===== config.mk =====
export PLATFORM = sky130hd
export DESIGN_NAME = logic_result_collector
export DESIGN_NICKNAME = d
export VERILOG_FILES = /design/src/rtl/logic_result_collector.sv
export SDC_FILE = /design/constraint.sdc
export NUM_CORES = 1
export LEC_CHECK = 0
export CELL_PAD_IN_SITES_DETAIL_PLACEMENT = 1
export CELL_PAD_IN_SITES_GLOBAL_PLACEMENT = 1
export CORE_AREA = 2 2 65 67
export DETAILED_ROUTE_END_ITERATION = 16
export DIE_AREA = 0 0 67 69
export PLACE_DENSITY_LB_ADDON = 0.1
export SLEW_MARGIN = 15
export SYNTH_ARGS = -nofsm -noshare
export SYNTH_HDL_FRONTEND = slang
export SYNTH_SLANG_ARGS = --single-unit

===== constraint.sdc =====
create_clock -name clk -period 8.2 [get_ports clk]
set_clock_uncertainty 0.15 [all_clocks]
set_input_delay 1.23 -clock clk [delete_from_list [all_inputs] [get_ports clk]]
set_output_delay 1.23 -clock clk [all_outputs]
set_load 0.02 [all_outputs]

===== src/rtl/logic_result_collector.sv =====
// Packs a 1-bit result stream into WIDTH-bit words with popcount over valid/ready.
// Optional parity output enabled by defining LOGIC_RESULT_COLLECTOR_PARITY_EN.
module logic_result_collector #(
   parameter int unsigned WIDTH     = 8,
   parameter int unsigned LSB_FIRST = 1
) (
   input  logic                         clk,
   input  logic                         rst,
   input  logic                         bit_in,
   input  logic                         bit_valid,
   output logic                         bit_ready,
   output logic [WIDTH-1:0]             word_out,
   output logic [$clog2(WIDTH+1)-1:0]   ones_count,
   output logic                         word_valid,
   input  logic                         out_ready
`ifdef LOGIC_RESULT_COLLECTOR_PARITY_EN
   ,
   output logic                         parity_out
`endif
);

   localparam int unsigned CNTW = $clog2(WIDTH);
   localparam int unsigned CW   = $clog2(WIDTH+1);

   if (WIDTH < 2 || WIDTH > 32) begin : g_bad_width
      $error("logic_result_collector: WIDTH must be in 2..32");
   end

   typedef enum logic {FILL, FULL} state_t;

   state_t            state_q;
   logic [CNTW-1:0]   cnt_q;
   logic [WIDTH-1:0]  shift_q;
   logic [WIDTH-1:0]  word_q;
   logic [CW-1:0]     ones_q;
   logic              valid_q;
   logic              ready_q;
`ifdef LOGIC_RESULT_COLLECTOR_PARITY_EN
   logic              parity_q;
`endif

   logic [CNTW-1:0]   idx_c;
   logic [WIDTH-1:0]  asm_c;
   logic [WIDTH-1:0]  load_c;
   logic [CW-1:0]     ones_c;
   logic              accept_c;
   logic              last_c;

   // Assembled word with the incoming bit placed, and the word that a load would capture
   always_comb begin
      idx_c    = (LSB_FIRST != 0) ? cnt_q : CNTW'(WIDTH-1) - cnt_q;
      asm_c    = shift_q;
      asm_c[idx_c] = bit_in;
      load_c   = (state_q == FULL) ? shift_q : asm_c;
      ones_c   = '0;
      for (int i = 0; i < int'(WIDTH); i++) begin
         ones_c = ones_c + CW'(load_c[i]);
      end
      accept_c = bit_valid && ready_q;
      last_c   = (cnt_q == CNTW'(WIDTH-1));
   end

   always_ff @(posedge clk or posedge rst) begin
      if (rst) begin
         state_q  <= FILL;
         cnt_q    <= '0;
         shift_q  <= '0;
         word_q   <= '0;
         ones_q   <= '0;
         valid_q  <= 1'b0;
         ready_q  <= 1'b1;
`ifdef LOGIC_RESULT_COLLECTOR_PARITY_EN
         parity_q <= 1'b0;
`endif
      end else begin
         case (state_q)
            FILL: begin
               if (valid_q && out_ready) begin
                  valid_q <= 1'b0;
               end
               if (accept_c) begin
                  if (last_c) begin
                     cnt_q <= '0;
                     if (!valid_q || out_ready) begin
                        // Reload overrides the pop so the output never bubbles
                        word_q   <= load_c;
                        ones_q   <= ones_c;
                        valid_q  <= 1'b1;
                        shift_q  <= '0;
`ifdef LOGIC_RESULT_COLLECTOR_PARITY_EN
                        parity_q <= ^load_c;
`endif
                     end else begin
                        shift_q <= asm_c;
                        state_q <= FULL;
                        ready_q <= 1'b0;
                     end
                  end else begin
                     shift_q <= asm_c;
                     cnt_q   <= cnt_q + CNTW'(1);
                  end
               end
            end
            FULL: begin
               if (out_ready) begin
                  word_q   <= load_c;
                  ones_q   <= ones_c;
                  valid_q  <= 1'b1;
                  shift_q  <= '0;
                  cnt_q    <= '0;
                  state_q  <= FILL;
                  ready_q  <= 1'b1;
`ifdef LOGIC_RESULT_COLLECTOR_PARITY_EN
                  parity_q <= ^load_c;
`endif
               end
            end
            default: begin
               state_q <= FILL;
               ready_q <= 1'b1;
            end
         endcase
      end
   end

   assign bit_ready  = ready_q;
   assign word_out   = word_q;
   assign ones_count = ones_q;
   assign word_valid = valid_q;
`ifdef LOGIC_RESULT_COLLECTOR_PARITY_EN
   assign parity_out = parity_q;
`endif

endmodule


==> results.cfg, run 1 <==
[outcome]
status = finished clean

[critical_path]
crit_arrival_ps = 4700
criticalPathCategory = primary input to register
reg2reg_from = cnt_q[1]
crit_family = adder cells
worstPathCellList = clkdlybuf4s50_1 -> mux2_2 -> fa_1 -> inv_1 -> fa_1 -> fa_1 -> inv_1 -> ha_1 -> inv_1 -> fa_1 -> xnor2_1 -> mux2_2
cp-end-kind = register
slowest_stage = clkdlybuf4s50_1
worst_setup_path_start_kind = primary input
crit_buf_inv = 4
rr_worst_depth = 12
slowest_delay_ps = 560
cp_common_cell = fa_1
path_max_fanout = 10
crit_start = bit_in
r2r_setup_slack_ps = 3760
cp.required_ps = 8210
r2r-end = ones_count[2]

[global_routing]
overflow = 0
grt_max_degree = 27
grt_pass1_wl_mm = 6.927
antenna_found_initial = 0
grt_use_total_pct = 19.13
grt_pass1_vias = 1370

[logic_synthesis]
syn_area_um2 = 1792
synth-compound-area-share_pct = 11.73
ys_async_sr_fraction_pct = 100.0
yosysWarnings = 0
synthMuxAreaShare_pct = 12.99
ys_seq_elements = 26
syn_inst = 161
synth_adder_area_share_pct = 7.961
synth_top_family_by_area = simple AND/OR/NAND/NOR gates
synth_ff_type = dfrtp_1
yosys.area_share.simple_pct = 20.74
synth.distinct_cells = 37
syn_nets = 175
synth_xor_xnor_area_share_pct = 0.4888
synth-edff-count = 0
syn_area_per_cell_um2 = 11.13
ys_seq_area_share_pct = 36.38

[die]
dieArea_um2 = 4623
ios = 19
fp-row-count = 23
die-width_um = 67
core-area_um2 = 3914
start_util_pct = 45.78
die_h_um = 69

[worst_hold_path]
hold_start = ones_count[2]
whs_path_depth = 1
min_path_type = register to register
holdPathEnd = ones_count[2]

[pwr]
power.leakage_nw = 0.8267
power_density_nw_per_um2 = 130.5
ir_drop_v = 0.00005760

[routing]
routed-wl-met3_um = 56
vias = 1273
postRouteAntennaNets = 0
met1Wirelength_mm = 1.923
top_layer_used = met4
wl_mm = 4.009
post_drt_wl_per_cell_um = 18.39
viasPerCell = 5.839
drt_iter0_markers = 65
drt-pass1-iter-count = 4
drcViolationCount = 0
wl_met2_mm = 2.022

[clocking]
clockBufferDepth = 2
cts_resized = 0
cts-buffers-inserted = 3
cts_setup_buffers = 0
cts.sinks = 26
hold_buffers = 0
clk_pin_slew_ps = 90
clockRootBuffer = clkbuf_8
tritoncts = yes
h-tree-depth = 1
clock_latency_ps = 270

[timing]
period_share_pct = 57.18
worst_slack_ps = 3511
setup_viol = 0
grt_setup_unrepaired = false
finalHoldViolCount = 0
slew_headroom_pct = 32.00
fin_crit_ps = 4689
tns_ps = 0
drv_slew = 0
tightest_slew_ps = 1019
max_freq_ghz = 0.2133

[layout]
stdcell_count = 218
n_fill_cell = 436
area_growth_pct = 9.427
nets = 183
multiInputGateArea_um2 = 968.4
final_cell_mix = 25 x dfrtp_1, 18 x nand3_1, 18 x clkdlybuf4s50_1
diodes = 0
seq_area_um2 = 651.9
drive_above_1_share_pct = 14.88
final_common_cell = dfrtp_1

[placement]
gp_congestion = 0.7719
dp_cells = 214
port_buffers = 18
dp_hpwl_mm = 2.837
pre_cts_ws_ps = 3214

[job]
max-cap-violations = 0
==> metrics by stage <==
step | instance area (um^2) | util, % | hold slack, ps | power [mW]
CTS | 1958 | 50.03 | 374.7 | 0.2599
global placement | 1913 | 48.88 | 342.4 | 0.1790
finish | 1961 | 50.10 | 369.5 | 0.2558
floorplan | 1792 | - | 351.9 | 0.1740
detailed placement | 1913 | 48.88 | 355.5 | 0.1820
global route | 1961 | 50.10 | 393.2 | 0.2707
==> synthesized netlist by cell type, drive strengths merged (4+ instances only) <==
cell type / count / area share [%]
inv: 14 / 2.9
o2111ai: 16 / 7.8
nor2: 5 / 1.0
mux2: 11 / 8.0
ha: 5 / 3.5
nand3b: 4 / 1.7
buf: 14 / 6.6
fa: 4 / 4.5
mux2i: 9 / 5.0
a21oi: 4 / 1.1
nor2b: 5 / 1.7
dfrtp: 25 / 35
nand3: 18 / 5.0
==> how the worst max path moves through the flow <==
stage / cells past startpoint / slack, ps / endpoint
after global routing: 12 / 3390 / ones_count[2]
after CTS: 12 / 3540 / ones_count[2]
after global placement: 12 / 3340 / ones_count[2]
after floorplan: 12 / 3830 / ones_count[2]
after detailed placement: 12 / 3210 / ones_count[2]
final: 12 / 3510 / ones_count[2]
==> cells by family after synthesis <==
| group | after synthesis |
|---|---|
| compound gates | 25 |
| xor+xnor | 1 |
| fa+ha+maj | 9 |
| buf+inv | 29 |
| flops | 26 |
| mux | 20 |
| simple gates | 51 |
==> registers in the layout (all words and copies together), names as in the netlist <==
register	count
cnt_q	3
state_q	1
word_valid	1
shift_q	8
word_out	8
bit_ready	1
ones_count	4
==> report_power, final <==
part / switching, mW / leakage [nW] / internal [mW] / total (mW)
clock: 0.0422 / 0.0228 / 0.0348 / 0.0770
combinational: 0.0179 / 0.474 / 0.0195 / 0.0375
sequential: 0.0108 / 0.330 / 0.131 / 0.141
==> routing by layer <==
layer | global-route usage, % | vias up
met5 | 0 | -
met4 | 2.721 | 0
met2 | 30.58 | 9
met3 | 2.447 | 2
li1 | - | 603
met1 | 28.11 | 659
==> cell type report <==
cell class / instances / area share (%)
timing repair buffer: 18 / 9.190
multi-input combinational: 106 / 49.39
sequential: 26 / 33.25
tap: 50 / 3.191
clock buffer: 4 / 2.297
inverter: 14 / 2.680
==> worst register-to-register path, delay by kind of cell (launching register included) <==
kind	cells	cell delay [ps]
DFF	1	890
buffers and inverters	3	180
adders and majority gates	5	1950
muxes	2	670
and+or+nand+nor	1	370
xor gates and xnor gates	1	130
No activity file was read; power rests on OpenSTA's default activity.
==> inputs of run 2 (changes only) <==
--- a/config.mk
+++ b/config.mk
@@ -7,9 +7,9 @@
 export LEC_CHECK = 0
 export CELL_PAD_IN_SITES_DETAIL_PLACEMENT = 1
 export CELL_PAD_IN_SITES_GLOBAL_PLACEMENT = 1
-export CORE_AREA = 2 2 65 67
+export CORE_AREA = 2 2 70 72
 export DETAILED_ROUTE_END_ITERATION = 16
-export DIE_AREA = 0 0 67 69
+export DIE_AREA = 0 0 72 74
 export PLACE_DENSITY_LB_ADDON = 0.1
 export SLEW_MARGIN = 15
 export SYNTH_ARGS = -nofsm -noshare
==> constraint.sdc (replaced) <==
create_clock -name clk -period 4.15 [get_ports clk]
set_clock_uncertainty 0.15 [all_clocks]
set_input_delay 0.6225 -clock clk [delete_from_list [all_inputs] [get_ports clk]]
set_output_delay 0.6225 -clock clk [all_outputs]
set_load 0.02 [all_outputs]
==> run 2 against run 1 <==
  * Non-clock buffer count rose by 11
  * Cell count rose by 6.9%
  * Worst setup slack worse by 3300 ps
  * Via count rose by 2.7%
  * Global-route usage is 0.61 points lower
  * Worst hold slack better by 2.8 ps
  * Sequential share of layout area fell by 2.1 points
  * Sequential cell count stayed put
  * Clock-buffer cell count shrank 1
  * Design area rose by 6.8%
  * Routed wire length grew 11%
  * Core utilization decreased by 4.5 points
  * Critical path type is now register to register
  * Largest power group unchanged
==> results.cfg, run 2 (same netlist as run 1, synthesis figures left out) <==
[pwr]
clkPwrFrac_pct = 36.7
comb_power_share_pct = 18.6
ir_drop_v = 0.0001216
switching_power_mw = 0.1519
p_sw_share_pct = 25.53
power_density_nw_per_um2 = 284.1
power_frac_seq_pct = 44.7
internal-power_mw = 0.4431
power.leakage_nw = 0.8940
total_power_mw = 0.5950

[worst_hold_path]
min_path_type = register to register
hold_start = ones_count[3]
whs_path_depth = 1
holdPathEnd = ones_count[3]

[layout]
stdcell_count = 233
final_cell_mix = 24 x dfrtp_1, 18 x nand3_1, 18 x clkdlybuf4s50_1
area_growth_pct = 16.90
nets = 194
diodes = 0
final_common_cell = dfrtp_1
drive_above_1_share_pct = 21.79
fin_area_um2 = 2095

[die]
start_util_pct = 38.97
dieArea_um2 = 5328
die-width_um = 72
ios = 19
die_h_um = 74
fp-row-count = 25
core-area_um2 = 4598

[placement]
dp_hpwl_mm = 3.203
dp_cells = 227
gp_congestion = 0.7470
pre_cts_ws_ps = -80.83
place_area_um2 = 1986
port_buffers = 18

[clocking]
clockBufferDepth = 2
tritoncts = yes
cts-buffers-inserted = 3
clockRootBuffer = clkbuf_8
clk_pin_slew_ps = 100
hold_buffers = 0
clock_latency_ps = 280
h-tree-depth = 1
cts.sinks = 26

[critical_path]
criticalPathCategory = register to register
cp-end-kind = register
path_max_fanout = 7
crit_family = adder cells
r2r_setup_slack_ps = 180
worstPathCellList = nor4b_4 -> mux2_2 -> fa_1 -> inv_1 -> fa_1 -> fa_1 -> inv_1 -> ha_1 -> inv_1 -> fa_1 -> xnor2_1 -> mux2_2
crit_arrival_ps = 3980
slowest_stage = fa_1
worst_setup_path_start_kind = register
slowest_delay_ps = 540
cp_common_cell = fa_1
rr_worst_depth = 12
reg2reg_from = cnt_q[2]
cp.required_ps = 4170
r2r-end = ones_count[2]
crit_buf_inv = 3

[routing]
drcViolationCount = 0
viasPerCell = 5.609
wl_mm = 4.433
postRouteAntennaNets = 0
vias = 1307
drt_iter0_markers = 34
drt-pass1-iter-count = 4
post_drt_wl_per_cell_um = 19.03

[timing]
worst_slack_ps = 182.9
slew_headroom_pct = 32.99
finalHoldViolCount = 0
setup_viol = 0
drv_slew = 0
period_share_pct = 95.59
tightest_slew_ps = 998.9
grt_setup_unrepaired = false
max_freq_ghz = 0.2521
fin_crit_ps = 3967
tns_ps = 0

[global_routing]
grt_use_total_pct = 18.52
grt_max_degree = 27
antenna_found_initial = 0
grt_pass1_wl_mm = 7.638
overflow = 0
grt_pass1_vias = 1477

[job]
max-cap-violations = 0

[outcome]
status = finished clean
[run 2: cell count changes in the layout (fill, tap and decap cells not counted), sizes merged]
cell    before  now
bufinv       0    1
clkbuf       4    3
clkinv       0    1
buf          0   11
inv         14   13
[run 2: worst max-delay path by stage]
stage | start | to | slack (ps) | depth (start not counted)
floorplan | cnt_q[2] | ones_count[2] | 270 | 13
global placement | bit_in | ones_count[2] | 40 | 12
detailed placement | bit_in | ones_count[2] | -80 | 12
CTS | cnt_q[2] | ones_count[2] | 50 | 12
global route | cnt_q[2] | ones_count[2] | 10 | 12
finish | cnt_q[2] | ones_count[2] | 180 | 12
[run 2: worst reg2reg max path, delay by kind of cell (launching register included)]
kind                       cells  cell delay [ps]
buffers and inverters          3              170
adders and majority gates      5             1970
and+or+nand+nor                1              290
xor gates and xnor gates       1              130
DFF                            1              500
muxes                          2              650
[run 2: what timing repair did]
item                                    CTS  global route
endpoints found under the setup margin    0             1
resized for setup                         0             4
setup buffers                             0             2
[run 2: cell type report]
class / count / area [um^2]
clock buffer: 3 / 41.29
clock inverter: 1 / 30.03
fill: 517 / 2504
inverter: 14 / 52.55
multi-input combinational: 106 / 987.2
sequential: 26 / 653.1
tap: 54 / 67.56
timing repair buffer: 29 / 262.8
[run 2: layer usage]
metal / part of all wire, % / vias up / global-route usage (%)
met5: 0 / - / 0
met4: 0.79 / 0 / 6.080
met3: 1.4 / 4 / 2.304
met2: 49 / 15 / 30.76
met1: 49 / 662 / 25.36
li1: - / 626 / -
[run 2: power by group through the flow]
stage / registers [mW] / clock network, mW / logic [mW]
final: 0.266 / 0.218 / 0.111
after global routing: 0.267 / 0.234 / 0.124
after CTS: 0.266 / 0.224 / 0.104
after detailed placement: 0.271 / 0 / 0.104
after global placement: 0.270 / 0 / 0.0986
after floorplan: 0.267 / 0 / 0.0768
[run 2: per-stage QoR]
step / util (%) / hold slack (ps)
floorplan: - / 351.9
global placement: 43.18 / 341.9
detailed placement: 43.18 / 348.3
CTS: 44.73 / 379.0
global route: 45.55 / 397.9
finish: 45.55 / 372.3
==> inputs of run 3 (changes only) <==
--- a/config.mk
+++ b/config.mk
@@ -5,6 +5,7 @@
 export SDC_FILE = /design/constraint.sdc
 export NUM_CORES = 1
 export LEC_CHECK = 0
+export CAP_MARGIN = 10
 export CELL_PAD_IN_SITES_DETAIL_PLACEMENT = 1
 export CELL_PAD_IN_SITES_GLOBAL_PLACEMENT = 1
 export CORE_AREA = 2 2 70 72
==> results of run 3 <==
Final layout, timing and power as in run 2 (identical DEF).
